File: config.mk
export PLATFORM = sky130hd
export DESIGN_NAME = bram_burst_reader
export DESIGN_NICKNAME = d
export VERILOG_FILES = /design/src/rtl/bram_rd_pkg.sv /design/src/rtl/sync_fifo2.sv /design/src/rtl/bram_burst_reader.sv
export SDC_FILE = /design/constraint.sdc
export NUM_CORES = 1
export LEC_CHECK = 0
export ABC_AREA = 1
export CAP_MARGIN = 20
export CORE_ASPECT_RATIO = 0.6
export CORE_MARGIN = 4
export CORE_UTILIZATION = 40
export DETAILED_ROUTE_END_ITERATION = 6
export GPL_TIMING_DRIVEN = 0
export MAX_ROUTING_LAYER = met4
export PLACE_DENSITY = 0.62
export REMOVE_ABC_BUFFERS = 1
export SLEW_MARGIN = 25
export SYNTH_ARGS = -nofsm -noshare
export SYNTH_HDL_FRONTEND = slang
export SYNTH_HIERARCHICAL = 1
export SYNTH_SLANG_ARGS = --single-unit
File: constraint.sdc
create_clock -name clk -period 3.35 [get_ports clk]
set_clock_uncertainty 0.05 [all_clocks]
set_input_delay 0.67 -clock clk [delete_from_list [all_inputs] [get_ports clk]]
set_output_delay 0.67 -clock clk [all_outputs]
set_load 0.1 [all_outputs]
File: src/rtl/bram_rd_pkg.sv
// Shared types and sizing for the BRAM burst reader and its output FIFO.
package bram_rd_pkg;

  typedef enum logic [1:0] {
    IDLE  = 2'd0,
    ISSUE = 2'd1,
    DRAIN = 2'd2
  } state_t;

  localparam int FIFO_DEPTH = 2;
  localparam int FIFO_CNT_W = 2;

endpackage

File: src/rtl/sync_fifo2.sv
// Two-entry register FIFO with show-ahead output; push and pop may coincide when full.
module sync_fifo2
  import bram_rd_pkg::*;
#(
  parameter int WIDTH = 33
) (
  input  logic                  clk,
  input  logic                  resetn,
  input  logic                  push,
  input  logic                  pop,
  input  logic [WIDTH-1:0]      din,
  output logic [WIDTH-1:0]      dout,
  output logic [FIFO_CNT_W-1:0] count,
  output logic                  empty
);

  logic [WIDTH-1:0]      mem_reg [FIFO_DEPTH];
  logic                  rd_ptr_reg;
  logic                  wr_ptr_reg;
  logic [FIFO_CNT_W-1:0] count_reg;

  always_ff @(posedge clk or negedge resetn) begin
    if (!resetn) begin
      for (int i = 0; i < FIFO_DEPTH; i++) mem_reg[i] <= '0;
      rd_ptr_reg <= 1'b0;
      wr_ptr_reg <= 1'b0;
      count_reg  <= '0;
    end else begin
      if (push) begin
        mem_reg[wr_ptr_reg] <= din;
        wr_ptr_reg          <= ~wr_ptr_reg;
      end
      if (pop) rd_ptr_reg <= ~rd_ptr_reg;
      case ({push, pop})
        2'b10:   count_reg <= count_reg + 2'd1;
        2'b01:   count_reg <= count_reg - 2'd1;
        default: ;
      endcase
    end
  end

  assign dout  = mem_reg[rd_ptr_reg];
  assign count = count_reg;
  assign empty = (count_reg == '0);

endmodule

File: src/rtl/bram_burst_reader.sv
// Turns one (address, length) burst request into BRAM reads and a valid/ready
// output stream, buffering read data so backpressure never drops a word.
module bram_burst_reader
  import bram_rd_pkg::*;
#(
  parameter int LEN_DATA = 32,
  parameter int LEN_ADDR = 8
) (
  input  logic                clk,
  input  logic                resetn,
  input  logic                req_valid,
  output logic                req_ready,
  input  logic [LEN_ADDR-1:0] req_addr,
  input  logic [LEN_ADDR-1:0] req_len,
  output logic                bram_en,
  output logic [LEN_ADDR-1:0] bram_addr,
  input  logic [LEN_DATA-1:0] bram_dout,
  output logic                out_valid,
  input  logic                out_ready,
  output logic [LEN_DATA-1:0] out_data,
  output logic                out_last,
  output logic                busy
);

  state_t                state_reg, state_next;
  logic [LEN_ADDR-1:0]   issue_addr_reg;
  logic [LEN_ADDR-1:0]   remain_reg;
  logic [LEN_ADDR-1:0]   last_addr_reg;
  logic                  inflight_reg;
  logic                  last_tag_reg;
  logic                  issue;
  logic                  pop;
  logic                  can_issue;
  logic                  is_last_issue;
  logic [FIFO_CNT_W-1:0] fifo_count;
  logic                  fifo_empty;
  logic [LEN_DATA:0]     fifo_dout;
  logic [FIFO_CNT_W:0]   occupancy;

  assign pop = out_valid & out_ready;

  // Words already owed to the FIFO after this cycle's pop; a read is only
  // launched when its data is guaranteed a slot two cycles from now.
  assign occupancy = (FIFO_CNT_W + 1)'(fifo_count)
                   + (FIFO_CNT_W + 1)'(inflight_reg)
                   - (FIFO_CNT_W + 1)'(pop);
  assign can_issue     = occupancy < (FIFO_CNT_W + 1)'(FIFO_DEPTH);
  assign is_last_issue = (remain_reg == '0);

  always_comb begin
    state_next = state_reg;
    issue      = 1'b0;
    unique case (state_reg)
      IDLE:  if (req_valid) state_next = ISSUE;
      ISSUE: begin
        if (can_issue) begin
          issue = 1'b1;
          if (is_last_issue) state_next = DRAIN;
        end
      end
      DRAIN: if (pop && out_last) state_next = IDLE;
      default: state_next = IDLE;
    endcase
  end

  always_ff @(posedge clk or negedge resetn) begin
    if (!resetn) state_reg <= IDLE;
    else         state_reg <= state_next;
  end

  always_ff @(posedge clk or negedge resetn) begin
    if (!resetn) begin
      issue_addr_reg <= '0;
      remain_reg     <= '0;
      last_addr_reg  <= '0;
      inflight_reg   <= 1'b0;
      last_tag_reg   <= 1'b0;
    end else begin
      if (state_reg == IDLE && req_valid) begin
        issue_addr_reg <= req_addr;
        remain_reg     <= req_len;
      end else if (issue) begin
        issue_addr_reg <= issue_addr_reg + LEN_ADDR'(1);
        remain_reg     <= remain_reg - LEN_ADDR'(1);
        last_addr_reg  <= issue_addr_reg;
      end
      inflight_reg <= issue;
      last_tag_reg <= issue & is_last_issue;
    end
  end

  sync_fifo2 #(
    .WIDTH(LEN_DATA + 1)
  ) u_fifo (
    .clk    (clk),
    .resetn (resetn),
    .push   (inflight_reg),
    .pop    (pop),
    .din    ({last_tag_reg, bram_dout}),
    .dout   (fifo_dout),
    .count  (fifo_count),
    .empty  (fifo_empty)
  );

  assign req_ready = (state_reg == IDLE);
  assign busy      = (state_reg != IDLE);
  assign bram_en   = issue;
  assign bram_addr = issue ? issue_addr_reg : last_addr_reg;
  assign out_valid = ~fifo_empty;
  assign out_data  = fifo_dout[LEN_DATA-1:0];
  assign out_last  = fifo_dout[LEN_DATA];

endmodule

==> run metrics, run 1 <==
Mapped Area 4900 sq um; sequential area share after synthesis 0.501; CTS tree built; Reg2Reg Capture Point remain_reg[4]; Filler cells 1048; Core Area 11600 sq um; Post-synth EDFFs 0; drt wl/cell 13.7 microns; Clock Latency Late Sink 0.33 ns; clock buffer depth 2; CP startpoint kind input pin; reg2reg setup slack 0.26 ns; Final Util 0.570; status finished, final reports clean; # IOs 97; Final HPWL DP 7660 microns; Die ar. 14100 sq um; critical path's slowest cell fa_2; length in cells of the worst reg-to-reg path 14; Total GRT Usage 0.181; largest net degree at the start of global routing 68; Die Ht 93.7 microns; Clock transition at path regs 0.07 ns; drt total wl 11900 microns; fin nets 764; Syn Area/Cell 7.97 sq um; Max Fanout on Critical Path 8; Crit. Startpoint out_ready; Worst Path Required 2.63 ns; Setup crit end kind output pin; Max-cap violations 0; synthesis warning total 6; reg-to-reg critical path startpoint u_fifo/count[1]; cell count after synthesis 614; commonest non-fill, non-tap cell in the layout nand2_1; CP Class input pin to output pin; min cycle time layout 3.26 ns; CP Cell Sequence dlygate4sd2_1 > nand2_4 > nor2_2 > o21ai_2 > fa_2 > nand3_4 > buf_12 > o21ai_4 > buf_12; Hold Violations, Final 0; TritonCTS Buffers 9; #FFs+latches synth 98; DR vias 4210; Worst slew margin 0.330; Final Cell Area 6630 sq um; DRT Pass-1 Iters 5; buffers added on ports 96; H-tree Lvls 3; cell mode on critical path buf_12; share of layout cells above drive strength 1 0.134; hold_buf cts 0; most frequent cells in the layout nand2_1 (170), dfrtp_1 (95), inv_1 (93), o21ai_0 (82), clkdlybuf4s50_1 (67); Max Fclk 307 MHz; post-synthesis async set-or-reset flop share 1.00; WP data arrival 2.54 ns; type of the worst min-delay path input pin to async pin; clock sinks 98; Seq. cell area 2460 sq um; initial antenna violation count 0; Setup violations, final 0; gr ovfl total 0; Chip Width 151 microns; vias in the first global route 4022; Initial Util 0.421; Root Buffer Master clkbuf_16; Synth-to-Final Area Change 35.5%; RD Place Congestion 0.800; placed cell area 5940 sq um; Slew Viols, Final 0; area of the multi-input gates 2020 sq um; n_diodes 0; global-route wire length before repair 19800 microns; max FFs per register 66; CP peak stage delay 0.59 ns; worst slew pin tran 1.01 ns; DR DRC count 0; cell row count 30; Final ANT Viol Nets 0; Starting DRT DRC Count 319; Main synth FF type dfrtp_1; vias per inst 4.83; Netlist cell types 29; fin crit share 0.974
[timing repair]
item / 4_1_cts / 5_1_grt
pin swaps: 8 / 7
buffers inserted: 8 / 1
resized for setup: 119 / 13
endpoints found under the setup margin: 34 / 25
gates cloned: 2 / 0
[synthesized netlist by cell type, types with 3 or more instances]
cell type    n  area share
nand2_1    178        0.14
dfrtp_1     98        0.50
inv_1       96       0.074
o21ai_0     83       0.085
nand3_1     28       0.029
o21ai_1     27       0.028
nor2_1      22       0.017
o21ai_2     20       0.036
buf_2       11       0.011
buf_6        7       0.016
clkbuf_1     7      0.0054
nand2_4      5       0.011
nand4_1      5      0.0064
a21oi_1      4      0.0041
ha_1         4       0.010
inv_2        4      0.0031
or2_2        3      0.0038
[critical path: cells and delay by family]
family                     cells  cell delay (ns)
buffers and inverters          3             0.63
AOI/OAI and AO/OA              2             0.28
adders and majority gates      1             0.59
and+or+nand+nor                3             0.36
[per-stage QoR]
stage	TNS, ns	hold slack (ns)	instances	setup slack (ns)
after CTS	0	0.184	870	0.00367
after global placement	-238.34	0.413	842	-2.02
after floorplan	-32.91	0.324	586	-1.10
final	0	0.182	871	0.0877
after detailed placement	-29.65	0.421	845	-1.81
after global routing	-0.00695	0.197	871	-0.00695
[worst max path at each step]
| stage | to | depth (start not counted) |
|---|---|---|
| floorplan | bram_addr[0] | 11 |
| global placement | u_fifo/mem_reg[44] | 1 |
| detailed placement | bram_addr[7] | 11 |
| CTS | out_data[21] | 4 |
| global route | bram_addr[6] | 12 |
| finish | bram_addr[6] | 9 |
[metal layers]
layer | wire length [microns] | part of all wire | up-vias | track usage
met5 | 0 | 0 | - | -
met4 | 126 | 0.011 | 0 | 0.0430
met3 | 638 | 0.053 | 11 | 0.0391
met2 | 5440 | 0.46 | 130 | 0.272
met1 | 5720 | 0.48 | 1969 | 0.253
li1 | - | - | 2100 | -
[kinds of logic after synthesis]
logic type,count (synthesis),synth area share
AND/OR/NAND/NOR,246,0.212
AO/OA/AOI/OAI,135,0.154
buffers and inverters,128,0.115
flip-flops,98,0.501
adder cells (fa/ha/maj),5,0.0143
XOR/XNOR,2,0.00358
[cell type report]
cell class / instances / share of cell area
inverters: 100 / 0.0566
repair buffers: 109 / 0.185
clock inverters: 4 / 0.0149
well taps: 160 / 0.0302
clock buffers: 11 / 0.0381
flip-flops and latches: 98 / 0.370
multi-input cells: 389 / 0.305
Power of run 1 is left out: the tool's default activity adds up to more than one toggle a clock period on the data nets, which glitch-free logic cannot reach.
==> run 2: changes to the inputs <==
--- a/config.mk
+++ b/config.mk
@@ -13,7 +13,7 @@
 export DETAILED_ROUTE_END_ITERATION = 6
 export GPL_TIMING_DRIVEN = 0
 export MAX_ROUTING_LAYER = met4
-export PLACE_DENSITY = 0.62
+export PLACE_DENSITY_LB_ADDON = 0.08
 export REMOVE_ABC_BUFFERS = 1
 export SLEW_MARGIN = 25
 export SYNTH_ARGS = -nofsm -noshare
==> run 2 against run 1 <==
  * Via count decreased by 0.33%
  * Critical path depth is 5 higher
  * Register-to-register slack better by 0.03 ns
  * First-iteration DRC count decreased by 3.1%
  * Fmax rose by 0.33%
  * Highest routed layer unchanged
  * Die area stayed put
  * Sequential cell count is the same
  * Sequential share of layout area hardly changed
==> run metrics, run 2 (synthesis results as in run 1) <==
status finished, final reports clean; n_diodes 0 (unchanged); RD Place Congestion 0.819 (+2.4%); min cycle time layout 3.25 ns (-0.0106 ns); drt total wl 12000 microns (+0.78%); buffers added on ports 96 (unchanged); Synth-to-Final Area Change 35.5% (about the same); Slew Viols, Final 0 (unchanged); Root Buffer Master clkbuf_16; max FFs per register 66 (unchanged); vias per inst 4.80 (-0.79%); worst slew pin tran 1.03 ns (+0.0169 ns); Max Fanout on Critical Path 7 (-1); Final HPWL DP 7820 microns (+2.1%); CP startpoint kind flop; Clock transition at path regs 0.07 ns (about the same); top sig layer met4; clock buffer depth 2 (unchanged); reg2reg setup slack 0.29 ns (+0.03 ns); DRT Pass-1 Iters 5 (unchanged); CP delay by family, top buffers and inverters; initial antenna violation count 0 (unchanged); most frequent cells in the layout nand2_1 (170), dfrtp_1 (95), inv_1 (93), o21ai_0 (82), clkdlybuf4s50_1 (66); Setup violations, final 0 (unchanged); met2 wire length 5220 microns (-4.0%); Total GRT Usage 0.183 (+0.00159); critical path's slowest cell dfrtp_2; type of the worst min-delay path input pin to async pin; Worst slew margin 0.313 (-0.0161); cell mode on critical path inv_2; reg-to-reg critical path startpoint u_fifo/count[1]; Max-cap violations 0 (unchanged); vias in the first global route 4104 (+2.0%); Chip Width 151 microns (unchanged); cell row count 30 (unchanged); CP Buf/Inv Count 5 (+2); fin nets 767 (+0.39%); drt wl/cell 13.7 microns (+0.32%); CP Class flop to output pin; Hold Violations, Final 0 (unchanged); # IOs 97 (unchanged); DR vias 4196 (-0.33%); Starting DRT DRC Count 309 (-3.1%); share of layout cells above drive strength 1 0.138 (+0.00485); Core Area 11600 sq um (unchanged); Max Fclk 308 MHz (+0.33%); pre-CTS WS -1.80 ns (+0.00688 ns); largest net degree at the start of global routing 68 (unchanged); PnR worst setup slack 0.0983 ns (+0.0106 ns); clock sinks 98 (unchanged); CP Cell Sequence nor2_2 > inv_2 > nand2_4 > inv_2 > nor2_4 > o21ai_2 > fa_2 > inv_2 > nand2_2 > nand2_4 > nand3_4 > buf_16 > o21ai_4 > buf_12; WP depth 14 (+5); Die Ht 93.7 microns (unchanged); CP peak stage delay 0.43 ns (-0.16 ns); Worst Path Required 2.63 ns (about the same); fin crit share 0.971 (-0.00316); TritonCTS Buffers 9 (unchanged); Reg2Reg Capture Point remain_reg[0]; length in cells of the worst reg-to-reg path 14 (unchanged); H-tree Lvls 3 (unchanged); global-route wire length before repair 19900 microns (+0.56%); Die ar. 14100 sq um (unchanged); Clock Latency Late Sink 0.35 ns (+0.02 ns); Initial Util 0.421 (unchanged); commonest non-fill, non-tap cell in the layout nand2_1; DR DRC count 0 (unchanged); Setup crit end kind output pin; Post-Route M1 WL 5900 microns (+3.3%); CTS tree built; Final ANT Viol Nets 0 (unchanged); WP data arrival 2.53 ns (about the same); met3 wire length 776 microns (+22%); gr ovfl total 0 (unchanged)
## run 2: cell types whose count changed in the layout (fill, tap and decap cells not counted), moves of 2 or more
cell / change
clkinv_2: +4
nand2_4: +2
dlygate4sd2_1: +2
nand2_2: -2
buf_4: +3
## run 2: worst reg2reg max path, stage by stage (launching register included)
cell and delay [ns]:
dfrtp_2 0.43, nor2_2 0.12, inv_2 0.06, nand2_4 0.07, inv_2 0.05, nor2_4 0.08, o21ai_2 0.07, fa_2 0.58
buf_4 0.16, nand3_4 0.10, buf_4 0.24, nand2_1 0.54, inv_2 0.23, nand2_1 0.11, nand3_1 0.06
## run 2: timing repair
item / in CTS / in global routing
endpoints found under the setup margin: 36 / 24
resized for setup: 121 / 14
hold buffers: 0 / 0
pin swaps: 8 / 5
buffers inserted: 7 / 5
cloned: 2 / 0
## run 2: area by class of cell
cell class	count	area [sq um]
Clock buffer	10	239
Clock inverter	6	80.1
Fill cell	1055	5000
Inverter	100	375
Multi-Input combinational cell	389	2030
Sequential cell	98	2460
Tap cell	160	200
Timing Repair Buffer	112	1250
## run 2: how the worst max path moves through the flow
stage,start,end,slack (ns)
finish,u_fifo/count[1],bram_addr[7],0.1
global placement,resetn,remain_reg[5],-2.06
detailed placement,out_ready,bram_addr[2],-1.80
floorplan,u_fifo/count[1],bram_addr[0],-1.10
global route,u_fifo/count[1],bram_addr[7],-0.008
CTS,u_fifo/rd_ptr_reg,out_data[25],0.001
## run 2: metal layers
metal  GRT usage  vias to the layer above
met1       0.260                     1953
met4      0.0377                        0
met3      0.0458                       13
met2       0.266                      119
li1            -                     2111
met5           -                        -
## run 2: through the flow
stage	setup TNS, ns	cells	util	cell area (sq um)	hold slack, ns
6_report	0	875	0.570	6640	0.224
5_1_grt	-0.0163	875	0.570	6640	0.267
4_1_cts	0	870	0.563	6560	0.250
3_5_place_dp	-30.23	845	0.511	5950	0.419
3_3_place_gp	-244.46	842	0.504	5870	0.414
2_1_floorplan	-32.91	586	-	4710	0.324
Power of run 2 is left out for the same reason.
==> run 3: changes to the inputs <==
--- a/config.mk
+++ b/config.mk
@@ -8,7 +8,6 @@
 export ABC_AREA = 1
 export CAP_MARGIN = 20
 export CORE_ASPECT_RATIO = 0.6
-export CORE_MARGIN = 4
 export CORE_UTILIZATION = 40
 export DETAILED_ROUTE_END_ITERATION = 6
 export GPL_TIMING_DRIVEN = 0
@@ -18,5 +17,4 @@
 export SLEW_MARGIN = 25
 export SYNTH_ARGS = -nofsm -noshare
 export SYNTH_HDL_FRONTEND = slang
-export SYNTH_HIERARCHICAL = 1
 export SYNTH_SLANG_ARGS = --single-unit
==> run 3 against run 2 <==
  * Final area decreased by 2.9%
  * Sequential cell count unchanged
  * Via count decreased by 2.9%
  * Critical path type is now input pin to output pin
==> run metrics, run 3 <==
global-route wire length before repair 18800 microns (-5.7%); max FFs per register 66 (unchanged); CP delay by family, top adder cells; cell count after synthesis 606 (-1.3%); post-synthesis adder-cell area fraction 0.0144 (+0.000107); share of layout cells above drive strength 1 0.183 (+0.0449); WP data arrival 2.48 ns (-0.05 ns); Die Ht 87.4 microns (-6.7%); Final Cell Area 6440 sq um (-2.9%); RSZ-0062 raised after global routing no; Max Fanout on Critical Path 8 (+1); CP Class input pin to output pin; Die ar. 12600 sq um (-11%); biggest area consumer among synthesized cells dfrtp_1; Root Buffer Master clkbuf_16; Filler cells 1107 (+4.9%); RD Place Congestion 0.787 (-3.9%); Clock Latency Late Sink 0.34 ns (about the same); clock sinks 98 (unchanged); Area contributors post-synth dfrtp_1 (50%), nand2_1 (19%), o21ai_1 (4.9%); placed cell area 5850 sq um (-1.6%); Netlist cell types 32 (+10%); Setup violations, final 0 (unchanged); Final ANT Viol Nets 0 (unchanged); #FFs+latches synth 98 (unchanged); sequential area share after synthesis 0.505 (+0.00374); DR vias 4074 (-2.9%); top-area cell type share of the netlist area 0.505 (+0.00374); drt wl/cell 13.2 microns (-4.2%); XOR/XNOR Fraction of Synth Area 0.00541 (+0.00183); Setup crit end kind output pin; met2 wire length 4770 microns (-8.7%); post-synthesis async set-or-reset flop share 1.00 (unchanged); Starting DRT DRC Count 257 (-17%); Compound-Gate Fraction of Synth Area 0.130 (-0.0241); Post-synth EDFFs 0 (unchanged); # IOs 97 (unchanged); DRT Pass-1 Iters 5 (unchanged); DR DRC count 0 (unchanged); top sig layer met4; cell row count 30 (unchanged); vias per inst 4.75 (-0.98%); CP startpoint kind input pin; met3 wire length 619 microns (-20%); mux cell area share after synthesis 0 (unchanged); synthesis warning total 0 (-6); Slew Viols, Final 0 (unchanged); status finished, final reports clean; min cycle time layout 3.20 ns (-0.0476 ns); type of the worst min-delay path input pin to async pin; Max Fclk 312 MHz (+1.5%); largest family of logic cells by synthesized area simple AND/OR/NAND/NOR gates; commonest non-fill, non-tap cell in the layout nand2_1; Synth-to-Final Area Change 32.6%; top cells by instance count after synthesis nand2_1 (241), dfrtp_1 (98), inv_1 (59); Final HPWL DP 7070 microns (-9.6%); vias in the first global route 3866 (-5.8%); fin crit share 0.956 (-0.0142); gr ovfl total 0 (unchanged); critical path's slowest cell fa_2; largest net degree at the start of global routing 68 (unchanged); simple-gate share of the synthesized area 0.253 (+0.0405); clock buffer depth 2 (unchanged); Main synth FF type dfrtp_1; CP Buf/Inv Count 3 (-2); H-tree Lvls 3 (unchanged); buffers added on ports 96 (unchanged); Worst Path Required 2.63 ns (about the same); Post-Route M1 WL 5820 microns (-1.4%); n_diodes 0 (unchanged); CTS tree built; CP Cell Sequence buf_6 > o21a_1 > nand2_1 > o21ai_1 > nand2_1 > fa_2 > buf_12 > nand3_4 > nand2_4 > o21ai_4 > buf_12; Syn Area/Cell 8.02 sq um (+0.57%); worst slew pin tran 0.969 ns (-0.0581 ns); Final Util 0.557 (-0.0130); Clock transition at path regs 0.07 ns (about the same); Core Area 11600 sq um (-0.65%); fin nets 751 (-2.1%); cell with the most instances after synthesis nand2_1; Max-cap violations 0 (unchanged); Worst slew margin 0.352 (+0.0389); Chip Width 144 microns (-4.3%); Initial Util 0.420 (about the same); TritonCTS Buffers 9 (unchanged); Total GRT Usage 0.199 (+0.0164); Mapped Area 4860 sq um (-0.74%); most frequent cells in the layout nand2_1 (232), dfrtp_1 (95), inv_1 (57), clkdlybuf4s50_1 (52), o21ai_0 (42); initial antenna violation count 0 (unchanged); Hold Violations, Final 0 (unchanged); drt total wl 11300 microns (-6.1%); CP peak stage delay 0.62 ns (+0.19 ns)
==> run 3: worst paths after layout <==
check                      slack (ns)  depth (start not counted)               start                  to
min in group clk                 0.43                          2  u_fifo.mem_reg[57]  u_fifo.mem_reg[57]
max in group asynchronous        2.43                          2              resetn     u_fifo.count[0]
min reg2reg                      0.43                          2  u_fifo.mem_reg[57]  u_fifo.mem_reg[57]
min                              0.17                          1              resetn    last_addr_reg[2]
max reg2reg                      0.72                         13     u_fifo.count[0]       remain_reg[7]
max                              0.15                         11           out_ready        bram_addr[5]
==> run 3: area by class of cell <==
cell class,instances,area (sq um),share of cell area
clock buffers,11,243,0.0377
clock inverters,4,52.6,0.00816
inverters,64,248,0.0384
multi-input cells,417,2100,0.326
flip-flops and latches,98,2460,0.381
well taps,160,200,0.0311
repair buffers,104,1150,0.178
==> run 3: cell families after synthesis <==
logic type	Yosys count
xor gates and xnor gates	3
AOI/OAI and AO/OA	112
DFF	98
and+or+nand+nor	295
buffers and inverters	93
adders and majority gates	5
==> run 3: what timing repair did <==
action | CTS | global route
pin swaps | 7 | 5
resized for setup | 200 | 9
setup buffers | 5 | 2
setup endpoints to repair | 42 | 11
gates cloned | 2 | 0
hold buffers | 0 | 0
==> run 3: through the flow <==
stage	hold WS [ns]	setup WS, ns	instances	TNS [ns]
floorplan	0.324	-0.689	577	-5.52
global placement	0.415	-2.14	833	-250.53
detailed placement	0.419	-1.40	834	-13.24
CTS	0.173	0.000437	856	0
global route	0.186	0.0117	858	0
finish	0.166	0.146	858	0
==> run 3: layer usage <==
metal / vias up / track usage
li1: 2069 / -
met3: 9 / 0.0440
met1: 1895 / 0.287
met2: 101 / 0.281
met4: 0 / 0.0498
met5: - / -
Power of run 3 is left out for the same reason.
